### config.mk
export PLATFORM = sky130hd
export DESIGN_NAME = timer_arbiter
export DESIGN_NICKNAME = d
export VERILOG_FILES = /design/src/rtl/timer_arbiter.sv
export SDC_FILE = /design/constraint.sdc
export NUM_CORES = 1
export LEC_CHECK = 0
export CAP_MARGIN = 20
export CORE_MARGIN = 4
export CORE_UTILIZATION = 44
export CTS_CLUSTER_SIZE = 24
export DETAILED_ROUTE_END_ITERATION = 6
export MAX_ROUTING_LAYER = met4
export PLACE_DENSITY = 0.86
export SLEW_MARGIN = 10
export SYNTH_ARGS = -nofsm -noshare
export SYNTH_HDL_FRONTEND = slang
export SYNTH_SLANG_ARGS = --single-unit
### constraint.sdc
create_clock -name i_clk -period 3.4 [get_ports i_clk]
set_clock_uncertainty 0.05 [all_clocks]
set_input_delay 0.51 -clock i_clk [delete_from_list [all_inputs] [get_ports i_clk]]
set_output_delay 0.51 -clock i_clk [all_outputs]
set_load 0.02 [all_outputs]
### src/rtl/timer_arbiter.sv
// Round-robin arbiter that time-shares a single Timer between N_REQ requesters.
// Each session: grant, clear timer, enable with latched config, wait for completion, release.
module timer_arbiter #(
  parameter int N_REQ     = 4,
  parameter int PERIOD_W  = 32,
  parameter int TIMEOUT_W = 24
) (
  input  logic                      i_clk,
  input  logic                      i_rst_n,
  input  logic [N_REQ-1:0]          i_Req,
  input  logic [N_REQ*PERIOD_W-1:0] i_ReqPeriod,
  input  logic [N_REQ*2-1:0]        i_ReqMode,
  input  logic [N_REQ*2-1:0]        i_ReqDivisor,
  output logic [N_REQ-1:0]          o_Grant,
  output logic [N_REQ-1:0]          o_Done,
  output logic                      o_Timeout,
  output logic                      o_Busy,
  output logic [PERIOD_W-1:0]       o_TimPeriod,
  output logic [1:0]                o_TimMode,
  output logic [1:0]                o_TimDivisor,
  output logic                      o_TimEnable,
  output logic                      o_TimAutoReload,
  output logic                      o_TimRst,
  input  logic                      i_TimOverflow,
  input  logic                      i_TimOnePulse
);

  localparam int IDX_W = (N_REQ > 1) ? $clog2(N_REQ) : 1;

  localparam logic [2:0] S_IDLE    = 3'd0;
  localparam logic [2:0] S_CLEAR   = 3'd1;
  localparam logic [2:0] S_ARM     = 3'd2;
  localparam logic [2:0] S_RUN     = 3'd3;
  localparam logic [2:0] S_RELEASE = 3'd4;

  localparam logic [1:0] M_TIMER   = 2'b00;
  localparam logic [1:0] M_ONEPULS = 2'b11;

  logic [2:0]           r_state;
  logic [IDX_W-1:0]     r_owner;
  logic [IDX_W-1:0]     r_last;
  logic [PERIOD_W-1:0]  r_period;
  logic [1:0]           r_mode;
  logic [1:0]           r_div;
  logic [TIMEOUT_W-1:0] r_wdog;
  logic                 r_ovf_s1, r_ovf_s2;
  logic                 r_pul_s1, r_pul_s2;
  logic                 r_pulse_seen;
  logic                 r_done_flag;
  logic                 r_to_flag;

  logic [IDX_W-1:0]     w_win;
  logic [IDX_W-1:0]     w_cand;
  logic [N_REQ-1:0]     w_owner_oh;
  logic [TIMEOUT_W-1:0] w_wdog_nxt;
  logic                 w_owner_req;
  logic                 w_held_mode;
  logic                 w_abort;
  logic                 w_finish;
  logic                 w_wd_expire;

  // Descending scan so the smallest offset from last-grant wins.
  always_comb begin
    w_win  = r_last;
    w_cand = r_last;
    for (int i = N_REQ; i >= 1; i--) begin
      w_cand = IDX_W'((int'(r_last) + i) % N_REQ);
      if (i_Req[w_cand]) w_win = w_cand;
    end
  end

  always_comb begin
    w_owner_oh          = '0;
    w_owner_oh[r_owner] = 1'b1;
  end

  assign w_owner_req = i_Req[r_owner];
  assign w_held_mode = (r_mode != M_TIMER) && (r_mode != M_ONEPULS);
  assign w_wdog_nxt  = r_wdog + 1'b1;
  assign w_wd_expire = &w_wdog_nxt;
  assign w_abort     = !w_held_mode && !w_owner_req;
  assign w_finish    = ((r_mode == M_TIMER)   && r_ovf_s2) ||
                       ((r_mode == M_ONEPULS) && r_pulse_seen && !r_pul_s2) ||
                       (w_held_mode && !w_owner_req);

  always_ff @(posedge i_clk or negedge i_rst_n) begin
    if (!i_rst_n) begin
      r_ovf_s1 <= 1'b0;
      r_ovf_s2 <= 1'b0;
      r_pul_s1 <= 1'b0;
      r_pul_s2 <= 1'b0;
    end else begin
      r_ovf_s1 <= i_TimOverflow;
      r_ovf_s2 <= r_ovf_s1;
      r_pul_s1 <= i_TimOnePulse;
      r_pul_s2 <= r_pul_s1;
    end
  end

  always_ff @(posedge i_clk or negedge i_rst_n) begin
    if (!i_rst_n) begin
      r_state      <= S_IDLE;
      r_owner      <= '0;
      r_last       <= IDX_W'(N_REQ - 1);
      r_period     <= '0;
      r_mode       <= '0;
      r_div        <= '0;
      r_wdog       <= '0;
      r_pulse_seen <= 1'b0;
      r_done_flag  <= 1'b0;
      r_to_flag    <= 1'b0;
    end else begin
      case (r_state)
        S_IDLE: begin
          if (|i_Req) begin
            r_state  <= S_CLEAR;
            r_owner  <= w_win;
            r_period <= i_ReqPeriod[w_win*PERIOD_W +: PERIOD_W];
            r_mode   <= i_ReqMode[w_win*2 +: 2];
            r_div    <= i_ReqDivisor[w_win*2 +: 2];
          end
        end
        S_CLEAR: r_state <= S_ARM;
        S_ARM: begin
          r_state      <= S_RUN;
          r_wdog       <= '0;
          r_pulse_seen <= 1'b0;
          r_done_flag  <= 1'b0;
          r_to_flag    <= 1'b0;
        end
        S_RUN: begin
          r_wdog <= w_wdog_nxt;
          if ((r_mode == M_ONEPULS) && r_pul_s2) r_pulse_seen <= 1'b1;
          if (w_abort) begin
            r_state <= S_RELEASE;
          end else if (w_finish) begin
            r_state     <= S_RELEASE;
            r_done_flag <= 1'b1;
          end else if (w_wd_expire) begin
            r_state   <= S_RELEASE;
            r_to_flag <= 1'b1;
          end
        end
        S_RELEASE: begin
          r_last  <= r_owner;
          r_state <= S_IDLE;
        end
        default: r_state <= S_IDLE;
      endcase
    end
  end

  // Outputs decode straight from state so an async reset drops them at once.
  assign o_Busy          = (r_state != S_IDLE);
  assign o_Grant         = o_Busy ? w_owner_oh : '0;
  assign o_TimRst        = (r_state == S_CLEAR) || (r_state == S_RELEASE);
  assign o_TimEnable     = (r_state == S_ARM) || (r_state == S_RUN);
  assign o_Done          = ((r_state == S_RELEASE) && r_done_flag) ? w_owner_oh : '0;
  assign o_Timeout       = (r_state == S_RELEASE) && r_to_flag;
  assign o_TimPeriod     = r_period;
  assign o_TimMode       = r_mode;
  assign o_TimDivisor    = r_div;
  assign o_TimAutoReload = 1'b0;

endmodule

After elaboration in Yosys (flattened, before gate mapping)

Cells that the tools add are included.
W data, S select, Z words.

Reduce and logical (&&, ||, !) cells: 29
Shift operators: 3
$add $sub $neg: 5
Muxes and demuxes: 33
Equal/unequal tests: 13
$lt $le $gt $ge: 6

Operator list:

| operator                | number |
|---|---|
| $shiftx A128 B8 Y32     | 1 |
| $pmux W24 S2            | 1 |
| $add A24 B1 Y24 const B | 1 |
| $reduce_and A24 Y1      | 1 |
| $shiftx A8 B4 Y2        | 2 |
| $lt A2 B3 Y1 const B    | 5 |
| $ne A2 B2 Y1 const B    | 7 |
| $mux W1                 | 12 |
| $mux W3                 | 4 |
| $pmux W3 S4             | 1 |
| $bmux W1 S2             | 5 |
| $logic_and A1 B1 Y1     | 10 |
| $mux W2                 | 4 |
| $mux W4                 | 2 |
| $eq A3 B2 Y1 const B    | 2 |
| $pmux W1 S2             | 3 |
| $reduce_and A2 Y1       | 3 |
| $add A2 B1 Y2 const B   | 2 |
| $add A2 B2 Y2 const B   | 2 |
| $logic_or A1 B1 Y1      | 4 |
| $ne A4 B4 Y1 const B    | 1 |
| $reduce_and A4 Y1       | 1 |
| $reduce_bool A2 Y1      | 2 |
| $reduce_or A4 Y1        | 1 |
| other kinds (10)        | 12 |

Bits of input ports: 152
Register bits after elaboration: 74
Output and inout bits: 49
Logic and storage cells: 103

Logic depth before layout (Yosys ltp)

Gate-level depths: netlist (run 1).

Word-level depth: 8
Mapped depth: 8
Depth with buffers taken out: 8

Worst setup path after synthesis (run 1)

Ideal clock, no wire load.

Path type: register -> register
Start point: register r_wdog[3]
End point: register r_state[0]
Library setup time: 0.138 ns
Data required time: 3.212 ns
Path slack: 0.773 ns
Period minus slack after synthesis: 2.627 ns
Data arrival time: 2.439 ns
Stages on the path, launching flop included: 9
Cell sequence: dfrtp_1 -> buf_4 -> nand3_2 -> or4_1 -> buf_2 -> or4_1 -> a2111oi_2 -> and4_1 -> o32ai_1

Cells in the longest elaborated chain, start to end: 4

Ends and longest elaborated chain:

| item                        | line | text |
|---|---|---|
| start, declared             | 45   | `logic [TIMEOUT_W-1:0] r_wdog;` |
| start signal, assigned      | 132  | `r_wdog <= w_wdog_nxt;` |
| $add A24 B1 Y24             | 79   | `assign w_wdog_nxt = r_wdog + 1'b1;` |
| $reduce_and A24 Y1          | 80   | `assign w_wd_expire = &w_wdog_nxt;` |
| $ne A4 B4 Y1 (no line)      | --   |  |
| $reduce_and A2 Y1 (no line) | --   |  |
| end signal, assigned        | 102  | `r_state <= S_IDLE;` |
| end signal, assigned        | 116  | `r_state <= S_CLEAR;` |
| end signal, assigned        | 123  | `S_CLEAR: r_state <= S_ARM;` |
| end, declared               | 39   | `logic [2:0] r_state;` |

Every way passes these cells.
A chain may end at the register's enable or synchronous reset.

Worst setup path in the final report (run 1)

Ends and elaborated chain as after synthesis.

==> out/metrics.csv, run 1 <==
metric,value,unit
Congestion Overflow GR,0,
"Distinct cells, synth",58,
placed insts,964,
combinational share of power,56.7,%
crit-path max FO,10,
headroom to the max-slew limit,38.42,%
CTS Hold Bufs,0,
pin count of the biggest net entering global routing,77,
row cnt,37,
"Setup Fix Bufs, Post-CTS",0,
met2 wire len,8019,um
max-slew violations,0,
critical path capture point type,flop,
Max Cap Violations,0,
Tcrit/Tclk final,89.00,%
TritonCTS buffer count,9,
worst path arrival time,3.19,ns
vias per cell,5.381,
post-CTS resize count,0,
syn nets,828,
drt wl/cell,15.90,um
GRT Overall Usage,25.25,%
initial DRC count,420,
RSZ-0062 raised after global routing,no,
Synth Area in Adders,1.041,%
"slowest stage delay, CP",0.74,ns
DRT Pass-1 Iters,7,
ANT nets after route,0,
synthesized instance count,672,
status,"finished, final reports clean",
"commonest non-fill, non-tap cell in the layout",nand2_1,
Sw Share,45.14,%
ys async rst share,100.0,%
critical-path cell list,"nand3_2, or4_1, or4_1, a2111oi_2, and4_1, o32ai_1",
Highest Signal Layer,met4,
Core Region,10460,um^2
main combinational cell family by area after synthesis,simple AND/OR/NAND/NOR gates,
CTS H-tree lvls,3,
CP Launch Type,flop,
Worst Tran Pin Value,0.9236,ns
post-synthesis mux area share,1.588,%
die area,12660,um^2
hold slack final,0.2362,ns
final setup vio count,0,
WL met1,6133,um
nets,995,
worst path required time,3.57,ns
Buffers on Ports,199,
# fillers,874,
layout cells sized above 1,4.384,%
Reg2Reg Setup Slack,0.37,ns
clock latency on the worst-skew pair,0.35,ns
Leak,3.047,nW
CP dominant cell by count,or4_1,
post-route cell area,7081,um^2
RePlAce Congestion,0.9418,
sequential share of the synthesized area,38.58,%
Hold WC Path Type,in2async,
met3 wire len,907,um
most frequent cells in the layout,"254 x nand2_1, 198 x clkdlybuf4s50_1, 72 x dfrtp_1",
final core occ,67.68,%
switching pwr,2.253,mW
Mapped Area,4806,um^2
wire length of the first global-routing pass,25470,um
final setup TNS,0,ns
PwrDens,704.9,nW/um^2
DRC violation count after routing,0,
root buffer cell,clkbuf_8,
fin crit period,3.026,ns
Simple-Gate Fraction of Synth Area,34.42,%
Top-Level Pins,201,
Max IR drop VDD,0.4599,mV
Max Clock Freq,330.5,MHz
Placement Cell Area,6874,um^2
Synth Area in XOR/XNOR,0.9112,%
via count,5279,
CTS tree,built,
average size of a mapped cell,7.152,um^2
Cell Int Power,2.738,mW
CTS Sinks,74,
initial antenna violation count,1,
CP max-delay cell,or4_1,
Compound-Gate Fraction of Synth Area,18.51,%
endpoints failing hold,0,
Die Wd,112.5,um
maximum clock insertion buffer count,2,
number of flops mapped to enable cells by yosys,0,
"CTS clk-pin slew, worst paths",0.08,ns
final wirelength,15600,um
Die Span Y,112.5,um
area delta synth->final,47.33,%
vias in the first global route,5145,
Sequential Power Share,29.0,%
post-route insts no fill,981,
"Top FF cell, synth",dfrtp_1,
synthesized flop and latch total,74,
synthesis warning total,0,
Initial Util,45.93,%
clock share of power,14.3,%
hpwl dp,12090,um
crit path kind,reg2reg,
[final cells by class]
cell class	instances	area [um^2]	share of cell area [%]
clock buffers	12	155.1	2.191
diodes	1	2.502	0.03534
multi-input cells	540	2753	38.88
flip-flops and latches	74	1854	26.19
repair buffers	206	2067	29.19
clock inverters	4	48.80	0.6892
inverters	8	30.03	0.4241
well taps	136	170.2	2.403
[registers in the layout, indices dropped and copies added, names as in the netlist]
register,cells
r_pulse_seen,1
r_owner,2
r_state,3
o_TimDivisor,2
r_ovf_s1,1
o_TimMode,2
r_to_flag,1
o_TimPeriod,32
r_pul_s2,1
r_pul_s1,1
r_ovf_s2,1
r_wdog,24
r_done_flag,1
r_last,2
[Yosys cell counts (4+ instances only)]
| cell type | count | share of area (%) |
|---|---|---|
| and4_1 | 5 | 0.91 |
| a31oi_1 | 5 | 0.65 |
| a22o_1 | 18 | 3.3 |
| o31ai_1 | 6 | 0.94 |
| o21ai_0 | 68 | 7.1 |
| or3_1 | 8 | 1.0 |
| clkbuf_1 | 40 | 3.1 |
| ha_1 | 4 | 1.0 |
| or4_1 | 4 | 0.62 |
| a21o_1 | 4 | 0.62 |
| nand2_1 | 255 | 20 |
| a21oi_1 | 5 | 0.52 |
| nand2b_1 | 5 | 0.65 |
| nand3_1 | 45 | 4.7 |
| o21ai_1 | 24 | 2.5 |
| xnor2_1 | 4 | 0.73 |
| dfrtp_1 | 72 | 37 |
| nor3_1 | 8 | 0.83 |
| nor2_1 | 21 | 1.6 |
| nand4_1 | 7 | 0.91 |
| inv_1 | 8 | 0.62 |
[path summary, 6_finish.rpt]
path                              endpoint  cells after the start  startpoint
setup reg to reg                r_state[0]                      6   r_wdog[3]
min in group i_clk                r_pul_s2                      0    r_pul_s1
max in group asynchronous  o_TimDivisor[0]                      1     i_rst_n
setup / recovery                r_state[0]                      6   r_wdog[3]
hold reg to reg                   r_pul_s2                      0    r_pul_s1
hold / removal                  r_wdog[19]                      1     i_rst_n
[critical path, delay by kind of cell, from the launching register on]
| family | cells | cell delay, ns |
|---|---|---|
| and+or+nand+nor | 4 | 1.80 |
| DFF | 1 | 0.54 |
| AOI/OAI and AO/OA | 2 | 0.51 |
[metrics by stage]
stage,setup WS [ns],power [mW]
floorplan,0.7733,3.124
global placement,0.5810,4.227
detailed placement,0.4524,4.305
CTS,0.3909,5.020
global route,0.1070,5.402
finish,0.3742,4.991
[power by group through the flow]
| stage | Combinational, mW | Sequential, mW | Clock, mW |
|---|---|---|---|
| 2_1_floorplan | 1.50 | 1.63 | 0 |
| 3_3_place_gp | 2.78 | 1.44 | 0 |
| 3_5_place_dp | 2.84 | 1.46 | 0 |
| 4_1_cts | 2.86 | 1.45 | 0.718 |
| 5_1_grt | 3.14 | 1.50 | 0.757 |
| 6_report | 2.83 | 1.45 | 0.712 |
[layer usage]
| layer | up-vias | global-route usage [%] |
|---|---|---|
| met1 | 2417 | 30.20 |
| met5 | - | - |
| met4 | 0 | 9.856 |
| met2 | 189 | 42.43 |
| met3 | 39 | 4.420 |
| li1 | 2634 | - |
[cells by family (layout without fill, tap and decap cells)]
group | count (synthesis) | after routing
flip-flops | 74 | 74
XOR/XNOR | 5 | 5
AO/OA/AOI/OAI | 146 | 146
adder cells (fa/ha/maj) | 4 | 4
other | 1 | 2
multiplexers | 6 | 6
buffers and inverters | 58 | 230
AND/OR/NAND/NOR | 378 | 378
(Power assumes the default switching activity.)
==> run 2, diff against run 1 <==
Settings changed: CELL_PAD_IN_SITES_DETAIL_PLACEMENT set to 1, CELL_PAD_IN_SITES_GLOBAL_PLACEMENT set to 1, CORE_UTILIZATION 44 to 30.
==> out/metrics.csv, run 2 (same netlist as run 1, synthesis figures left out) <==
metric,value,unit
r2r endpoint,r_state[0],
Congestion Overflow GR,0,
crit path kind,reg2reg,
Core Region,15770,um^2
post-CTS resize count,0,
Reg2Reg Setup Slack,0.40,ns
Die Span Y,134.6,um
final wirelength,17890,um
Worst Tran Pin Value,0.8673,ns
Crit. Startpoint,r_wdog[2],
final setup vio count,0,
CP Launch Type,flop,
post-route cell area,7352,um^2
final setup TNS,0,ns
Initial Util,30.47,%
initial DRC count,346,
vias per cell,5.007,
CTS Sinks,74,
diode count,0,
endpoints failing hold,0,
DRC violation count after routing,0,
nets,1005,
R2R cell count,6,
area delta synth->final,52.98,%
clock latency on the worst-skew pair,0.34,ns
TritonCTS buffer count,9,
ANT nets after route,0,
RePlAce Congestion,0.9028,
CTS H-tree lvls,3,
"Setup Fix Bufs, Post-CTS",0,
Top-Level Pins,201,
headroom to the max-slew limit,42.18,%
worst path arrival time,3.16,ns
CTS tree,built,
CTS Hold Bufs,0,
crit-path max FO,10,
RSZ-0062 raised after global routing,no,
drt wl/cell,16.71,um
# fillers,1974,
Max Cap Violations,0,
wire length of the first global-routing pass,28500,um
layout cells sized above 1,5.035,%
initial antenna violation count,0,
pin count of the biggest net entering global routing,75,
crit path capture,r_state[0],
fin crit period,2.996,ns
"CTS clk-pin slew, worst paths",0.06,ns
critical path capture point type,flop,
row cnt,46,
GRT Overall Usage,20.37,%
Max IR drop VDD,0.2761,mV
most frequent cells in the layout,"254 x nand2_1, 198 x clkdlybuf4s50_1, 72 x dfrtp_1",
number of flip-flops in the largest register,32,
final core occ,46.62,%
Die Wd,134.6,um
Placement Cell Area,7047,um^2
Max Clock Freq,333.8,MHz
die area,18110,um^2
Buffers on Ports,199,
max-slew violations,0,
status,"finished, final reports clean",
DRT Pass-1 Iters,4,
PwrDens,723.2,nW/um^2
Tcrit/Tclk final,88.10,%
root buffer cell,clkbuf_16,
via count,5358,
Leak,3.133,nW
worst path required time,3.57,ns
hpwl dp,13700,um
"commonest non-fill, non-tap cell in the layout",nand2_1,
maximum clock insertion buffer count,2,
FF-to-FF Start,r_wdog[2],
vias in the first global route,5493,
Hold WC Path Type,in2async,
-- run 2: worst min path at each step --
stage,startpoint,to,depth (start not counted)
finish,i_rst_n,r_wdog[14],1
global route,i_rst_n,r_wdog[12],1
CTS,r_pul_s1,r_pul_s2,0
detailed placement,r_pul_s1,r_pul_s2,0
global placement,r_ovf_s1,r_ovf_s2,0
floorplan,i_rst_n,o_TimDivisor[0],0
-- run 2: routing by layer --
metal | GRT usage (%) | up-vias | share of wire (%)
met3 | 5.067 | 35 | 6.2
met1 | 23.44 | 2516 | 41
met2 | 34.58 | 162 | 51
met5 | - | - | 0
li1 | - | 2645 | -
met4 | 7.410 | 0 | 2.6
-- run 2: final cells by class --
cell class | instances | area (um^2) | share of cell area (%)
well taps | 216 | 270.3 | 3.676
multi-input cells | 540 | 2753 | 37.44
clock buffers | 15 | 257.7 | 3.506
inverters | 8 | 30.03 | 0.4084
clock inverters | 1 | 5.005 | 0.06807
repair buffers | 216 | 2182 | 29.68
flip-flops and latches | 74 | 1854 | 25.22
-- run 2: where the power goes --
| group | internal [mW] | leakage (nW) | switching, mW | total (mW) |
|---|---|---|---|---|
| Clock | 0.515 | 0.128 | 0.371 | 0.886 |
| Sequential | 1.19 | 0.943 | 0.286 | 1.47 |
| Combinational | 1.25 | 2.06 | 1.70 | 2.96 |
| Total | 2.96 | 3.13 | 2.36 | 5.32 |
-- run 2: critical path, stage by stage, from the launching register on --
cell and delay [ns]:
dfrtp_1 0.52, nand3_2 0.23, or4_1 0.72, or4_1 0.55, a2111oi_2 0.41, and4_1 0.29, o32ai_1 0.10
-- run 2: stage by stage --
stage	setup WS (ns)	power, mW	hold slack [ns]	instances
finish	0.4045	5.317	0.04772	1070
global route	0.2211	5.768	0.08099	1070
CTS	0.3959	5.392	0.3034	1068
detailed placement	0.2437	4.478	0.2863	1052
global placement	0.3650	4.394	0.2826	1052
floorplan	0.7733	3.124	0.1644	672
==> run 3, diff against run 2 <==
Settings changed: CTS_BUF_LIST set to sky130_fd_sc_hd__clkbuf_4 sky130_fd_sc_hd__clkbuf_8 sky130_fd_sc_hd__clkbuf_16, GPL_TIMING_DRIVEN set to 0.
==> out/metrics.csv, run 3 (same netlist as run 1, synthesis figures left out) <==
metric,value,unit
ANT nets after route,0,
crit path kind,reg2out,
Max Clock Freq,315.4,MHz
Cell Int Power,2.952,mW
Congestion Overflow GR,0,
CTS tree,built,
switching pwr,2.511,mW
fin crit period,3.170,ns
diode count,0,
clock share of power,17.8,%
via count,5543,
drt wl/cell,17.35,um
final wirelength,19190,um
crit-path max FO,10,
most frequent cells in the layout,"255 x nand2_1, 198 x clkdlybuf4s50_1, 72 x dfrtp_1",
Reg2Reg Setup Slack,0.46,ns
hpwl dp,15310,um
layout cells sized above 1,4.157,%
Die Wd,134.6,um
Die Span Y,134.6,um
RePlAce Congestion,0.8985,
TritonCTS buffer count,9,
CTS H-tree lvls,3,
die area,18110,um^2
initial antenna violation count,0,
vias per cell,5.012,
RSZ-0062 raised after global routing,no,
r2r endpoint,r_state[0],
Core Region,15770,um^2
DRT Pass-1 Iters,4,
crit path capture,o_TimEnable,
combinational share of power,56.4,%
Hold WC Path Type,reg2reg,
endpoints failing hold,0,
DRC violation count after routing,0,
Top-Level Pins,201,
Tcrit/Tclk final,93.25,%
Worst Tran Pin Value,1.063,ns
Sequential Power Share,25.8,%
Max Cap Violations,0,
pin count of the biggest net entering global routing,62,
CP Launch Type,flop,
headroom to the max-slew limit,28.60,%
PwrDens,737.1,nW/um^2
Sw Share,45.97,%
number of flip-flops in the largest register,32,
hold slack final,0.2997,ns
nets,1041,
Crit. Startpoint,r_state[2],
worst path arrival time,2.61,ns
clock latency on the worst-skew pair,0.34,ns
FF-to-FF Start,r_wdog[3],
CTS Sinks,74,
max-slew violations,0,
root buffer cell,clkbuf_16,
"Setup Fix Bufs, Post-CTS",0,
maximum clock insertion buffer count,2,
area delta synth->final,54.23,%
initial DRC count,279,
row cnt,46,
worst path required time,2.84,ns
wire length of the first global-routing pass,30350,um
vias in the first global route,5863,
Buffers on Ports,199,
R2R cell count,8,
GRT Overall Usage,21.89,%
"CTS clk-pin slew, worst paths",0.06,ns
Max IR drop VDD,0.3435,mV
# fillers,1994,
final setup vio count,0,
critical path capture point type,output pin,
status,"finished, final reports clean",
"commonest non-fill, non-tap cell in the layout",nand2_1,
Leak,3.135,nW
Initial Util,30.47,%
final setup TNS,0,ns
==> run 3: routing by layer <==
metal | global-route usage [%] | share of wire (%) | vias up
met1 | 22.46 | 39 | 2663
li1 | - | - | 2723
met5 | - | 0 | -
met2 | 41.54 | 54 | 141
met3 | 6.408 | 6.5 | 16
met4 | 4.242 | 1.2 | 0
==> run 3: power groups by stage <==
stage          Combinational [mW]  Sequential, mW  Clock, mW
2_1_floorplan                1.50            1.63          0
3_3_place_gp                 3.05            1.41          0
3_5_place_dp                 3.12            1.42          0
4_1_cts                      3.13            1.41      0.999
5_1_grt                      3.40            1.45       1.04
6_report                     3.08            1.41      0.973
==> run 3: stage by stage <==
stage / util [%] / instance area (um^2) / power, mW / std cells / worst slack (ns)
final: 47.00 / 7412 / 5.463 / 1106 / 0.2296
after global routing: 47.00 / 7412 / 5.888 / 1106 / 0.07880
after CTS: 47.00 / 7412 / 5.540 / 1106 / 0.2500
after detailed placement: 45.04 / 7103 / 4.539 / 1089 / 0.2629
after global placement: 44.82 / 7068 / 4.466 / 1087 / -1.033
after floorplan: - / 4806 / 3.124 / 672 / 0.7733
==> run 3: timing repair <==
item                                    CTS  global route
gates resized for setup                   0             0
endpoints found under the setup margin    0             0
hold buffers                              1             0
endpoints found under the hold margin    13             0
==> run 3: worst min-delay path by stage <==
stage / from / to / slack (ns) / cells past startpoint
global placement: r_ovf_s1 / r_ovf_s2 / 0.28 / 0
CTS: r_pul_s1 / r_pul_s2 / 0.30 / 0
finish: r_ovf_s1 / r_ovf_s2 / 0.30 / 0
floorplan: i_rst_n / o_TimDivisor[0] / 0.16 / 0
detailed placement: r_pul_s1 / r_pul_s2 / 0.29 / 0
global route: r_pul_s1 / r_pul_s2 / 0.32 / 0
==> run 3: critical path: stages, from the launching register on <==
cell and delay [ns]:
dfrtp_1 0.44, nand2b_1 0.17, clkbuf_1 0.24, inv_1 0.25, clkbuf_1 0.46, clkdlybuf4s50_1 0.71
==> run 3: layout make-up <==
type	instances	area [um^2]	share of cell area (%)
well taps	216	270.3	3.646
flip-flops and latches	74	1854	25.02
plain buffers	50	203.9	2.752
inverters	8	30.03	0.4051
clock buffers	10	232.7	3.140
repair buffers	202	2032	27.41
clock inverters	6	66.31	0.8947
multi-input cells	540	2723	36.73
